$ cat src/rtl/router_pkg.sv
// Shared types and default widths for the GLB<->PE routers.
package router_pkg;

    localparam int ROUTER_DATA_BITWIDTH     = 16;
    localparam int ROUTER_ADDR_BITWIDTH_GLB = 10;

    typedef enum logic [1:0] {IDLE, ACTIVE, FLUSH, DONE} psum_state_t;

endpackage

$ cat src/rtl/psum_fifo.sv
// Small synchronous FIFO buffering psums between the PE array and the GLB write port.
module psum_fifo #(
    parameter int DATA_BITWIDTH = 16,
    parameter int FIFO_DEPTH    = 4
) (
    input  logic                     clk,
    input  logic                     reset,
    input  logic                     push,
    input  logic                     pop,
    input  logic [DATA_BITWIDTH-1:0] din,
    output logic [DATA_BITWIDTH-1:0] dout,
    output logic                     full,
    output logic                     empty
);

    localparam int PTR_W = $clog2(FIFO_DEPTH);

    logic [DATA_BITWIDTH-1:0] mem [FIFO_DEPTH];
    logic [PTR_W:0]           wr_ptr;
    logic [PTR_W:0]           rd_ptr;
    logic                     do_push;
    logic                     do_pop;

    // Pointers carry one extra wrap bit so full and empty are distinguishable.
    assign empty   = (wr_ptr == rd_ptr);
    assign full    = (wr_ptr[PTR_W] != rd_ptr[PTR_W]) &&
                     (wr_ptr[PTR_W-1:0] == rd_ptr[PTR_W-1:0]);
    assign do_push = push && !full;
    assign do_pop  = pop && !empty;
    assign dout    = mem[rd_ptr[PTR_W-1:0]];

    always_ff @(posedge clk or negedge reset) begin
        if (!reset) begin
            wr_ptr <= '0;
            rd_ptr <= '0;
        end else begin
            if (do_push) wr_ptr <= wr_ptr + 1'b1;
            if (do_pop)  rd_ptr <= rd_ptr + 1'b1;
        end
    end

    always_ff @(posedge clk) begin
        if (do_push) mem[wr_ptr[PTR_W-1:0]] <= din;
    end

endmodule

$ cat src/rtl/router_psum.sv
// Psum write-back router: accepts psums from the PE array and commits them to the GLB psum region.
module router_psum
    import router_pkg::*;
#(
    parameter int DATA_BITWIDTH     = ROUTER_DATA_BITWIDTH,
    parameter int ADDR_BITWIDTH_GLB = ROUTER_ADDR_BITWIDTH_GLB,
    parameter int PSUM_COUNT        = 9,
    parameter int PSUM_WRITE_ADDR   = 500,
    parameter int FIFO_DEPTH        = 4
) (
    input  logic                         clk,
    input  logic                         reset,
    input  logic                         write_psum_ctrl,
    input  logic [DATA_BITWIDTH-1:0]     psum_in,
    input  logic                         psum_valid,
    output logic                         psum_ready,
    output logic [DATA_BITWIDTH-1:0]     w_data_glb_psum,
    output logic [ADDR_BITWIDTH_GLB-1:0] w_addr_glb_psum,
    output logic                         write_en_glb_psum,
    output logic                         busy,
    output logic                         write_done
);

    localparam int                         CNT_W      = $clog2(PSUM_COUNT + 1);
    localparam logic [CNT_W-1:0]           COUNT_LAST = CNT_W'(PSUM_COUNT);
    localparam logic [ADDR_BITWIDTH_GLB-1:0] BASE_ADDR = ADDR_BITWIDTH_GLB'(PSUM_WRITE_ADDR);

    psum_state_t              state;
    psum_state_t              next_state;
    logic [CNT_W-1:0]         acc_cnt;
    logic [CNT_W-1:0]         wr_cnt;
    logic                     fifo_full;
    logic                     fifo_empty;
    logic [DATA_BITWIDTH-1:0] fifo_head;
    logic                     push;
    logic                     pop;

    psum_fifo #(
        .DATA_BITWIDTH(DATA_BITWIDTH),
        .FIFO_DEPTH   (FIFO_DEPTH)
    ) u_fifo (
        .clk  (clk),
        .reset(reset),
        .push (push),
        .pop  (pop),
        .din  (psum_in),
        .dout (fifo_head),
        .full (fifo_full),
        .empty(fifo_empty)
    );

    always_ff @(posedge clk or negedge reset) begin
        if (!reset) state <= IDLE;
        else        state <= next_state;
    end

    always_comb begin
        next_state = state;
        psum_ready = 1'b0;
        busy       = 1'b1;
        write_done = 1'b0;
        pop        = 1'b0;
        case (state)
            IDLE: begin
                busy = 1'b0;
                if (write_psum_ctrl) next_state = ACTIVE;
            end
            ACTIVE: begin
                psum_ready = !fifo_full && (acc_cnt < COUNT_LAST);
                pop        = !fifo_empty;
                if (acc_cnt == COUNT_LAST) next_state = FLUSH;
            end
            FLUSH: begin
                pop = !fifo_empty;
                if (wr_cnt == COUNT_LAST) next_state = DONE;
            end
            DONE: begin
                write_done = 1'b1;
                next_state = IDLE;
            end
            default: next_state = IDLE;
        endcase
    end

    assign push = psum_valid && psum_ready;

    always_ff @(posedge clk or negedge reset) begin
        if (!reset) begin
            acc_cnt <= '0;
            wr_cnt  <= '0;
        end else if (state == IDLE && write_psum_ctrl) begin
            acc_cnt <= '0;
            wr_cnt  <= '0;
        end else begin
            if (push) acc_cnt <= acc_cnt + CNT_W'(1);
            if (pop)  wr_cnt  <= wr_cnt + CNT_W'(1);
        end
    end

    // GLB write stage: the word popped at an edge is presented for exactly the following cycle.
    always_ff @(posedge clk or negedge reset) begin
        if (!reset) begin
            write_en_glb_psum <= 1'b0;
            w_data_glb_psum   <= '0;
            w_addr_glb_psum   <= BASE_ADDR;
        end else begin
            write_en_glb_psum <= pop;
            if (pop) begin
                w_data_glb_psum <= fifo_head;
                w_addr_glb_psum <= BASE_ADDR + ADDR_BITWIDTH_GLB'(wr_cnt);
            end
        end
    end

endmodule

$ cat config.mk
export PLATFORM = sky130hd
export DESIGN_NAME = router_psum
export DESIGN_NICKNAME = d
export VERILOG_FILES = /design/src/rtl/router_pkg.sv /design/src/rtl/psum_fifo.sv /design/src/rtl/router_psum.sv
export SDC_FILE = /design/constraint.sdc
export NUM_CORES = 1
export LEC_CHECK = 0
export ABC_AREA = 1
export BUFFER_PORTS_ARGS = -buffer_cell sky130_fd_sc_hd__clkbuf_2
export CAP_MARGIN = 30
export CORE_AREA = 3 3 84 106
export DETAILED_ROUTE_END_ITERATION = 10
export DIE_AREA = 0 0 87 109
export GPL_TIMING_DRIVEN = 0
export PLACE_DENSITY = 0.75
export RECOVER_POWER = 100
export SLEW_MARGIN = 20
export SYNTH_ARGS = -nofsm -noshare
export SYNTH_HDL_FRONTEND = slang
export SYNTH_SLANG_ARGS = --single-unit
$ cat constraint.sdc
create_clock -name clk -period 3.2 [get_ports clk]
set_clock_uncertainty 0.2 [all_clocks]
set_input_delay 0.16 -clock clk [delete_from_list [all_inputs] [get_ports clk]]
set_output_delay 0.16 -clock clk [all_outputs]
set_load 0.03 [all_outputs]
==> results.json, run 1 <==
{
  "use_met2_pct": 35.3,
  "num_rows": 36,
  "die_y_um": 109,
  "cts.sinks": 103,
  "place.gp.congestion": 0.758,
  "clockBufferDepth": 2,
  "grt_max_degree": 30,
  "grtUsageMet3_pct": 4.16,
  "nets": 507,
  "yosys_warnings": 0,
  "cellPowerDensity_mw_per_mm2": 445,
  "cts_root_buffer": "clkbuf_8",
  "ir_drop_uv": 308,
  "fin_crit_sh_pct": 85.2,
  "period_needed_ns": 2.73,
  "ant_nets": 0,
  "cts_tree": "built",
  "final.setup.worst_slack_ns": 0.472,
  "cts.repair.resized": 0,
  "drive_above_1_share_pct": 9.03,
  "layout_common_cells": "nand2_1, edfxtp_1, clkbuf_1",
  "numCtsBuffers": 9,
  "grt_usage_pct": 20.8,
  "initialDrtViolationCount": 158,
  "die_w_um": 87,
  "fillers": 639,
  "grt_pass1_wl_um": 14800,
  "muxShareOfSynthArea_pct": 0,
  "synthDistinctLibCells": 26,
  "arrival_ns": 2.61,
  "critPathKind": "reg2reg",
  "slew_headroom_pct": -10.8,
  "yosysSeqAreaShare_pct": 66.2,
  "cp.buffers_inverters": 3,
  "async_flop_share_pct": 37.9,
  "status": "finished, violations left",
  "drc": 0,
  "worstMarginPinSlew_ns": 1.66,
  "drt-total-wl_um": 8930,
  "rsz0062_at_grt": "no",
  "synth-main-ff-cell": "edfxtp_1",
  "area_growth_pct": 15.9,
  "crit_chain": "inv_1 -> ha_1 -> nand2_1 -> a21boi_0 -> nand3_2 -> clkbuf_1 -> nor2_2 -> buf_6",
  "vias": 3020,
  "finalHoldViolCount": 0,
  "mappedNetlistArea_mm2": 0.00438,
  "syn_inst": 387,
  "critPathMaxFanout": 10,
  "synth_simple_gate_area_share_pct": 13.9,
  "antenna_found_initial": 0,
  "initial_core_util_pct": 55.6,
  "worstSkewPairLatency_ns": 0.38,
  "critPathLaunchType": "flip-flop",
  "drv_cap": 1,
  "busiest_layer": "met2",
  "min_path_type": "in2async",
  "synth_top_family_by_area": "simple AND/OR/NAND/NOR gates",
  "die_area_mm2": 0.00948,
  "synth_nets": 423,
  "violations": "capacitance limit, slew limit",
  "first_pass_iters": 4,
  "hpwl_um": 6050,
  "fmax_mhz": 367,
  "p_leak_nw": 2.12,
  "endpoint_kind": "flip-flop",
  "port_buffers": 49,
  "setup_violations": 0,
  "synth_edf_count": 64,
  "dp_slack_ns": 0.602,
  "tns_ns": 0,
  "grt_use_met1_pct": 25.6,
  "htreeDepth": 3,
  "synth_compound_area_share_pct": 7.62,
  "viasPerCell": 5.29,
  "slew_violations": 30,
  "total_power_mw": 2.26,
  "clkTransAtPathRegs_ns": 0.09,
  "synth.ff_latch_count": 103,
  "grt_pass1_vias": 3034,
  "critPathSlowestCell": "nor2_2",
  "cpLargestDelayFamily": "simple AND/OR/NAND/NOR gates",
  "worst_ep_required_time_ns": 3.08,
  "grt_overflow_total": 0,
  "cpPeakStageDelay_ns": 0.54,
  "layout_commonest_cell": "nand2_1",
  "wl_per_cell_um": 15.6,
  "num_antenna_cells": 0,
  "post_synth_xor_area_fraction_pct": 1.77,
  "avgSynthCellArea_um2": 11.3,
  "boundaryPins": 50,
  "core_mm2": 0.00788,
  "synth-adder-area-share_pct": 4.57
}
[final timing paths]
| kind | depth (start not counted) | slack (ns) | to | from |
|---|---|---|---|---|
| min reg2reg | 2 | 0.29 | w_data_glb_psum[12]$_DFFE_PN0P_ | w_data_glb_psum[12]$_DFFE_PN0P_ |
| max | 8 | 0.47 | u_fifo.mem[0][3]$_DFFE_PP_ | acc_cnt[0]$_DFFE_PN0P_ |
| max reg2reg | 8 | 0.47 | u_fifo.mem[0][3]$_DFFE_PP_ | acc_cnt[0]$_DFFE_PN0P_ |
| min in group clk | 2 | 0.29 | w_data_glb_psum[12]$_DFFE_PN0P_ | w_data_glb_psum[12]$_DFFE_PN0P_ |
| min | 2 | 0.11 | acc_cnt[1]$_DFFE_PN0P_ | reset |
| max in group asynchronous | 3 | 0.75 | w_data_glb_psum[14]$_DFFE_PN0P_ | reset |
[timing repair]
action | 4_1_cts | 5_1_grt
setup buffers | 0 | 0
hold buffers | 19 | 0
hold endpoints to repair | 108 | 0
[flip-flops by register name, summed over array words and instances, names as in the netlist]
name	count
acc_cnt	4
write_en_glb_psum	1
u_fifo.wr_ptr	3
w_data_glb_psum	16
u_fifo.mem	64
u_fifo.rd_ptr	3
w_addr_glb_psum	6
wr_cnt	4
state	2
[cell families (layout without fill, tap and decap cells)]
kind of cell | after synthesis | after routing
buffers and inverters | 48 | 137
adders and majority gates | 16 | 16
DFF | 103 | 103
xor gates and xnor gates | 8 | 8
AOI/OAI and AO/OA | 61 | 61
and+or+nand+nor | 151 | 151
[area by class of cell]
| cell class | count | area, um2 | share of cell area, % |
|---|---|---|---|
| Sequential cell | 103 | 2900 | 57.1 |
| Multi-Input combinational cell | 236 | 1220 | 24.1 |
| Timing Repair Buffer | 73 | 429 | 8.45 |
| Clock buffer | 11 | 131 | 2.59 |
| Tap cell | 95 | 119 | 2.34 |
| Buffer | 21 | 114 | 2.24 |
| Inverter | 27 | 104 | 2.04 |
| Clock inverter | 5 | 57.6 | 1.13 |
[Yosys cell counts, types with 2 or more instances]
master    number  share of area (%)
xnor2_1        3               0.60
inv_1         25                2.1
dfrtp_1       37                 21
dfstp_2        2                1.2
o21ai_1        8               0.91
ha_1          16                4.6
o21ai_0       33                3.8
edfxtp_1      64                 44
nand3_2        2               0.46
buf_6          6                1.5
nand2_1       88                7.5
buf_4          6                1.0
clkbuf_1       5               0.43
buf_2          4               0.46
o22ai_1       16                2.3
nor2_1        42                3.6
xor2_1         4               0.80
nand3_1       18                2.1
[where the power goes]
group,total (mW),internal (mW),switching [mW]
Clock,0.803,0.364,0.439
Combinational,0.0450,0.0207,0.0243
Sequential,1.41,1.41,0
[through the flow]
| stage | utilization, % | cells | instance area [um2] | hold WS [ns] |
|---|---|---|---|---|
| after floorplan | - | 387 | 4380 | -0.336 |
| final | 64.4 | 571 | 5080 | 0.105 |
| after CTS | 66.0 | 571 | 5200 | 0.00859 |
| after global routing | 64.4 | 571 | 5080 | 0.149 |
| after detailed placement | 61.2 | 536 | 4820 | -0.133 |
| after global placement | 60.2 | 531 | 4750 | 0.156 |
[per-layer routing]
| layer | wire length, um | vias to the layer above |
|---|---|---|
| met3 | 461 | 13 |
| met2 | 4510 | 88 |
| met1 | 3810 | 1456 |
| met4 | 148 | 0 |
| met5 | 0 | - |
| li1 | - | 1463 |
No activity file was read; power rests on OpenSTA's default activity.
==> inputs of run 2 (changes only) <==
--- a/config.mk
+++ b/config.mk
@@ -8,11 +8,14 @@
 export ABC_AREA = 1
 export BUFFER_PORTS_ARGS = -buffer_cell sky130_fd_sc_hd__clkbuf_2
 export CAP_MARGIN = 30
-export CORE_AREA = 3 3 84 106
+export CELL_PAD_IN_SITES_DETAIL_PLACEMENT = 1
+export CELL_PAD_IN_SITES_GLOBAL_PLACEMENT = 1
+export CORE_AREA = 3 3 92 116
 export DETAILED_ROUTE_END_ITERATION = 10
-export DIE_AREA = 0 0 87 109
+export DIE_AREA = 0 0 95 119
 export GPL_TIMING_DRIVEN = 0
-export PLACE_DENSITY = 0.75
+export MAX_ROUTING_LAYER = met4
+export PLACE_DENSITY_LB_ADDON = 0.1
 export RECOVER_POWER = 100
 export SLEW_MARGIN = 20
 export SYNTH_ARGS = -nofsm -noshare
==> run 2 against run 1 <==
The flow now finishes without violations; design area is 2.7% higher; worst setup slack worse by 0.015 ns; core utilization is 10 points lower; highest routed layer unchanged; largest power group unchanged; critical path type unchanged; non-clock buffer count stayed put.
==> results.json, run 2 (same netlist as run 1, synthesis figures left out) <==
{
  "first_pass_iters": 5,
  "hold-path-cell-count": 4,
  "die_y_um": 119,
  "critPathKind": "reg2reg",
  "r2r_end": "u_fifo.mem[2][15]$_DFFE_PP_",
  "drive_above_1_share_pct": 8.61,
  "dpl.cell_count": 568,
  "grt_pass1_vias": 3278,
  "layout_commonest_cell": "nand2_1",
  "critPathMaxFanout": 12,
  "seq_power_share_pct": 55.2,
  "die_area_mm2": 0.0113,
  "worstSkewPairLatency_ns": 0.34,
  "min_path_type": "in2reg",
  "fin_crit_sh_pct": 85.7,
  "stdcell_area_mm2": 0.00521,
  "grt_overflow_total": 0,
  "setup_violations": 0,
  "combPwrFrac_pct": 1.8,
  "grt_pass1_wl_um": 16400,
  "htreeDepth": 3,
  "hold_end": "wr_cnt[1]$_DFFE_PN0P_",
  "largest_reg_flops": 64,
  "p_int_mw": 2.07,
  "hpwl_um": 6980,
  "numCtsBuffers": 9,
  "finalHoldViolCount": 0,
  "clockBufferDepth": 2,
  "fin_cells": 602,
  "antenna_found_initial": 0,
  "port_buffers": 49,
  "vias": 3009,
  "endpoint_kind": "flip-flop",
  "worstMarginPinSlew_ns": 0.919,
  "core_mm2": 0.00966,
  "cpPeakStageDelay_ns": 0.41,
  "regToRegStartpoint": "state[1]$_DFFE_PN0P_",
  "boundaryPins": 50,
  "cts.repair.resized": 0,
  "layout_common_cells": "nand2_1, edfxtp_1, clkbuf_1",
  "wl_per_cell_um": 16.6,
  "viasPerCell": 5.00,
  "grt_usage_pct": 19.6,
  "critPathSlowestCell": "clkbuf_2",
  "p_leak_nw": 2.17,
  "hp-start": "write_psum_ctrl",
  "r2r_setup_slack_ns": 0.46,
  "grt_max_degree": 18,
  "crit_chain": "inv_1 -> ha_1 -> a21boi_0 -> nand3_2 -> buf_6 -> nor2_1 -> clkbuf_2",
  "initialDrtViolationCount": 104,
  "status": "complete, no violations",
  "rsz0062_at_grt": "no",
  "slew_violations": 0,
  "die_w_um": 95,
  "initial_core_util_pct": 45.4,
  "worst_ep_required_time_ns": 3.00,
  "switching_share_pct": 19.3,
  "cellPowerDensity_mw_per_mm2": 491,
  "arrival_ns": 2.55,
  "critPathLaunchType": "flip-flop",
  "final.setup.worst_slack_ns": 0.457,
  "p_switching_mw": 0.495,
  "place.gp.congestion": 0.799,
  "fmax_mhz": 365,
  "area_growth_pct": 19.0,
  "p_clk_share_pct": 43.0,
  "ant_nets": 0,
  "cts_root_buffer": "clkbuf_16",
  "rr_worst_depth": 7,
  "ir_drop_uv": 329,
  "num_rows": 40,
  "placed_area_mm2": 0.00491,
  "dp_slack_ns": 0.594,
  "drt-total-wl_um": 10000,
  "num_antenna_cells": 0,
  "nets": 507,
  "period_needed_ns": 2.74,
  "clkTransAtPathRegs_ns": 0.07,
  "drc": 0,
  "drv_cap": 0,
  "cts.sinks": 103,
  "final_core_util_pct": 54.0,
  "cts_tree": "built",
  "slew_headroom_pct": 38.7
}
-- run 2: cell types whose count changed in the layout (fill, tap and decap cells not counted), moves of 2 or more --
cell	change
clkbuf_16	+9
clkbuf_8	-8
nor2_1	+3
nor2_2	-3
buf_6	-2
clkbuf_2	+2
clkinv_2	-2
inv_4	+2
-- run 2: per-stage QoR --
step                      hold WS (ns)  power [mW]  setup TNS [ns]
after floorplan                 -0.336        1.44               0
after global placement           0.170        1.47           -1.45
after detailed placement        -0.104        1.48               0
after CTS                       0.0465        2.60               0
after global routing            0.0887        2.65               0
final                           0.0427        2.56               0
-- run 2: power by group through the flow --
| stage | logic, mW | clock network (mW) | registers (mW) |
|---|---|---|---|
| 4_1_cts | 0.0563 | 1.13 | 1.41 |
| 3_5_place_dp | 0.0395 | 0 | 1.44 |
| 6_report | 0.0453 | 1.10 | 1.41 |
| 2_1_floorplan | 0.0000123 | 0 | 1.44 |
| 5_1_grt | 0.0517 | 1.19 | 1.41 |
| 3_3_place_gp | 0.0288 | 0 | 1.44 |
-- run 2: cell type report --
cell class	count	area, um2
Inverter	27	105
Buffer	21	121
Clock buffer	12	246
Timing Repair Buffer	73	414
Clock inverter	4	52.6
Tap cell	126	158
Fill cell	1067	4450
Sequential cell	103	2900
Multi-Input combinational cell	236	1220
-- run 2: layer usage --
layer  part of all wire, %  up-vias  GRT usage, %
met5                     0        -             -
met4                   1.3        0          5.51
met3                   3.8        9          2.91
met2                    52       52          34.0
met1                    43     1486          23.5
li1                      -     1462             -
-- run 2: timing repair --
item	CTS	global route
buffers inserted	0	0
hold endpoints to repair	90	0
hold buffers	18	0
-- run 2: how the worst max path moves through the flow --
| stage | from | endpoint | slack [ns] | depth (start not counted) |
|---|---|---|---|---|
| floorplan | acc_cnt[0]$_DFFE_PN0P_ | u_fifo.mem[0][0]$_DFFE_PP_ | 0.72 | 7 |
| global placement | state[1]$_DFFE_PN0P_ | u_fifo.mem[3][0]$_DFFE_PP_ | -0.05 | 6 |
| detailed placement | acc_cnt[0]$_DFFE_PN0P_ | u_fifo.mem[0][0]$_DFFE_PP_ | 0.59 | 8 |
| CTS | state[1]$_DFFE_PN0P_ | u_fifo.mem[0][1]$_DFFE_PP_ | 0.56 | 7 |
| global route | state[1]$_DFFE_PN0P_ | u_fifo.mem[0][11]$_DFFE_PP_ | 0.17 | 7 |
| finish | state[1]$_DFFE_PN0P_ | u_fifo.mem[2][15]$_DFFE_PP_ | 0.46 | 7 |
-- run 2: critical path, delay by kind of cell (launching register included) --
family	cells	cell delay, ns
buffers and inverters	3	0.70
and+or+nand+nor	2	0.55
DFF	1	0.40
AOI/OAI and AO/OA	1	0.37
adders and majority gates	1	0.17
==> inputs of run 3 (changes only) <==
--- a/config.mk
+++ b/config.mk
@@ -6,9 +6,10 @@
 export NUM_CORES = 1
 export LEC_CHECK = 0
 export ABC_AREA = 1
+export ABC_CLOCK_PERIOD_IN_PS = 3200
 export BUFFER_PORTS_ARGS = -buffer_cell sky130_fd_sc_hd__clkbuf_2
 export CAP_MARGIN = 30
-export CELL_PAD_IN_SITES_DETAIL_PLACEMENT = 1
+export CELL_PAD_IN_SITES_DETAIL_PLACEMENT = 0
 export CELL_PAD_IN_SITES_GLOBAL_PLACEMENT = 1
 export CORE_AREA = 3 3 92 116
 export DETAILED_ROUTE_END_ITERATION = 10
@@ -16,7 +17,7 @@
 export GPL_TIMING_DRIVEN = 0
 export MAX_ROUTING_LAYER = met4
 export PLACE_DENSITY_LB_ADDON = 0.1
-export RECOVER_POWER = 100
+export RECOVER_POWER = 25
 export SLEW_MARGIN = 20
 export SYNTH_ARGS = -nofsm -noshare
 export SYNTH_HDL_FRONTEND = slang
==> run 3 against run 2 <==
Worst hold slack got worse by 0.0085 ns; count of clock-buffer cells in the layout fell by 3; sequential power barely moved; die area did not move; flip-flop and latch count did not move; combinational power rose by 8.6%; global-route usage fell by 2.0 points; critical path type unchanged; highest routed layer unchanged.
==> results.json, run 3 (same netlist as run 1, synthesis figures left out) <==
{
  "status": "complete, no violations",
  "htreeDepth": 3,
  "p_int_mw": 1.98,
  "drt-total-wl_um": 8980,
  "dp_slack_ns": 0.617,
  "arrival_ns": 2.38,
  "cts.repair.resized": 0,
  "fmax_mhz": 396,
  "place.gp.congestion": 0.799,
  "area_growth_pct": 21.9,
  "combPwrFrac_pct": 1.9,
  "critPathLaunchType": "flip-flop",
  "initial_core_util_pct": 45.4,
  "drive_above_1_share_pct": 18.3,
  "min_path_type": "in2reg",
  "fin_cells": 602,
  "fillers": 836,
  "ir_drop_uv": 323,
  "endpoint_kind": "flip-flop",
  "viasPerCell": 4.84,
  "nets": 507,
  "worstSkewPairLatency_ns": 0.35,
  "num_antenna_cells": 0,
  "p_switching_mw": 0.545,
  "die_y_um": 119,
  "slew_headroom_pct": 38.6,
  "critPathMaxFanout": 10,
  "initialDrtViolationCount": 119,
  "cts.sinks": 103,
  "switching_share_pct": 21.6,
  "ant_nets": 0,
  "wl_per_cell_um": 14.9,
  "total_power_mw": 2.53,
  "largest_reg_flops": 64,
  "boundaryPins": 50,
  "holdWs_ns": 0.0342,
  "grt_usage_pct": 17.6,
  "grt_max_degree": 20,
  "drc": 0,
  "r2r_setup_slack_ns": 0.67,
  "dpl.cell_count": 568,
  "slew_violations": 0,
  "clkTransAtPathRegs_ns": 0.08,
  "hpwl_um": 6110,
  "port_buffers": 49,
  "final.setup.worst_slack_ns": 0.672,
  "clockBufferDepth": 2,
  "setup_violations": 0,
  "period_needed_ns": 2.53,
  "core_mm2": 0.00966,
  "cts_tree": "built",
  "layout_commonest_cell": "nand2_1",
  "grt_pass1_vias": 2833,
  "cts_hold_buf": 18,
  "first_pass_iters": 4,
  "grt_pass1_wl_um": 14500,
  "cellPowerDensity_mw_per_mm2": 473,
  "cts_root_buffer": "clkbuf_16",
  "seq_power_share_pct": 55.9,
  "antenna_found_initial": 0,
  "layout_common_cells": "nand2_1, edfxtp_1, nor2_1",
  "vias": 2913,
  "p_leak_nw": 2.32,
  "worst_ep_required_time_ns": 3.05,
  "numCtsBuffers": 9,
  "num_rows": 40,
  "die_area_mm2": 0.0113,
  "p_clk_share_pct": 42.2,
  "rsz0062_at_grt": "no",
  "grt_overflow_total": 0,
  "finalHoldViolCount": 0,
  "drv_cap": 0,
  "critPathKind": "reg2reg",
  "fin_crit_sh_pct": 79.0,
  "post_cts_buffers": 0,
  "worstMarginPinSlew_ns": 0.921,
  "die_w_um": 95
}
==> run 3: cell types whose count changed in the layout (fill, tap and decap cells not counted), sizes merged <==
cell / change
clkinvlp: +1
clkinv: +1
buf: +7
inv: +2
clkbuf: -10
bufinv: -1
==> run 3: worst paths after layout <==
check                                            endpoint  cells past startpoint                      startpoint
max reg2reg                    u_fifo.mem[0][1]$_DFFE_PP_                      8          acc_cnt[0]$_DFFE_PN0P_
max in group asynchronous  w_addr_glb_psum[8]$_DFFE_PN1P_                      4                           reset
min in group asynchronous          acc_cnt[2]$_DFFE_PN0P_                      2                           reset
min reg2reg                w_addr_glb_psum[2]$_DFFE_PN1P_                      2  w_addr_glb_psum[2]$_DFFE_PN1P_
min                                 wr_cnt[0]$_DFFE_PN0P_                      4                 write_psum_ctrl
max                            u_fifo.mem[0][1]$_DFFE_PP_                      8          acc_cnt[0]$_DFFE_PN0P_
==> run 3: power by group through the flow <==
stage | clock network (mW) | logic, mW | registers (mW)
global placement | 0 | 0.0288 | 1.44
finish | 1.07 | 0.0492 | 1.41
CTS | 1.09 | 0.0556 | 1.41
floorplan | 0 | 0.0000123 | 1.44
global route | 1.14 | 0.0555 | 1.41
detailed placement | 0 | 0.0386 | 1.44
==> run 3: area by class of cell <==
| type | count | area [um2] | area share, % |
|---|---|---|---|
| Buffer | 21 | 151 | 2.84 |
| Timing Repair Buffer | 73 | 498 | 9.33 |
| Clock inverter | 7 | 67.6 | 1.27 |
| Inverter | 27 | 109 | 2.04 |
| Clock buffer | 9 | 225 | 4.22 |
| Multi-Input combinational cell | 236 | 1230 | 23.1 |
| Tap cell | 126 | 158 | 2.95 |
| Sequential cell | 103 | 2900 | 54.3 |
==> run 3: worst max-delay path, stage by stage, from the launching register on <==
cell,delay [ns]
dfrtp_1,0.45
inv_1,0.08
ha_1,0.13
nand2_1,0.04
a21boi_0,0.31
nand3_2,0.18
buf_6,0.18
nor2_2,0.41
buf_6,0.23
==> run 3: layer usage <==
layer,vias to the layer above,share of wire [%],routed length (um),track usage (%)
met5,-,0,0,-
met4,0,1.5,135,6.14
met3,9,4.1,370,3.10
met2,59,49,4400,27.8
met1,1375,45,4070,22.8
li1,1470,-,-,-
==> run 3: stage by stage <==
step / util (%) / setup TNS [ns] / cell area (um2)
5_1_grt: 55.3 / 0 / 5340
2_1_floorplan: - / 0 / 4380
4_1_cts: 55.7 / 0 / 5380
6_report: 55.3 / 0 / 5340
3_3_place_gp: 49.5 / -1.45 / 4780
3_5_place_dp: 50.8 / 0 / 4910
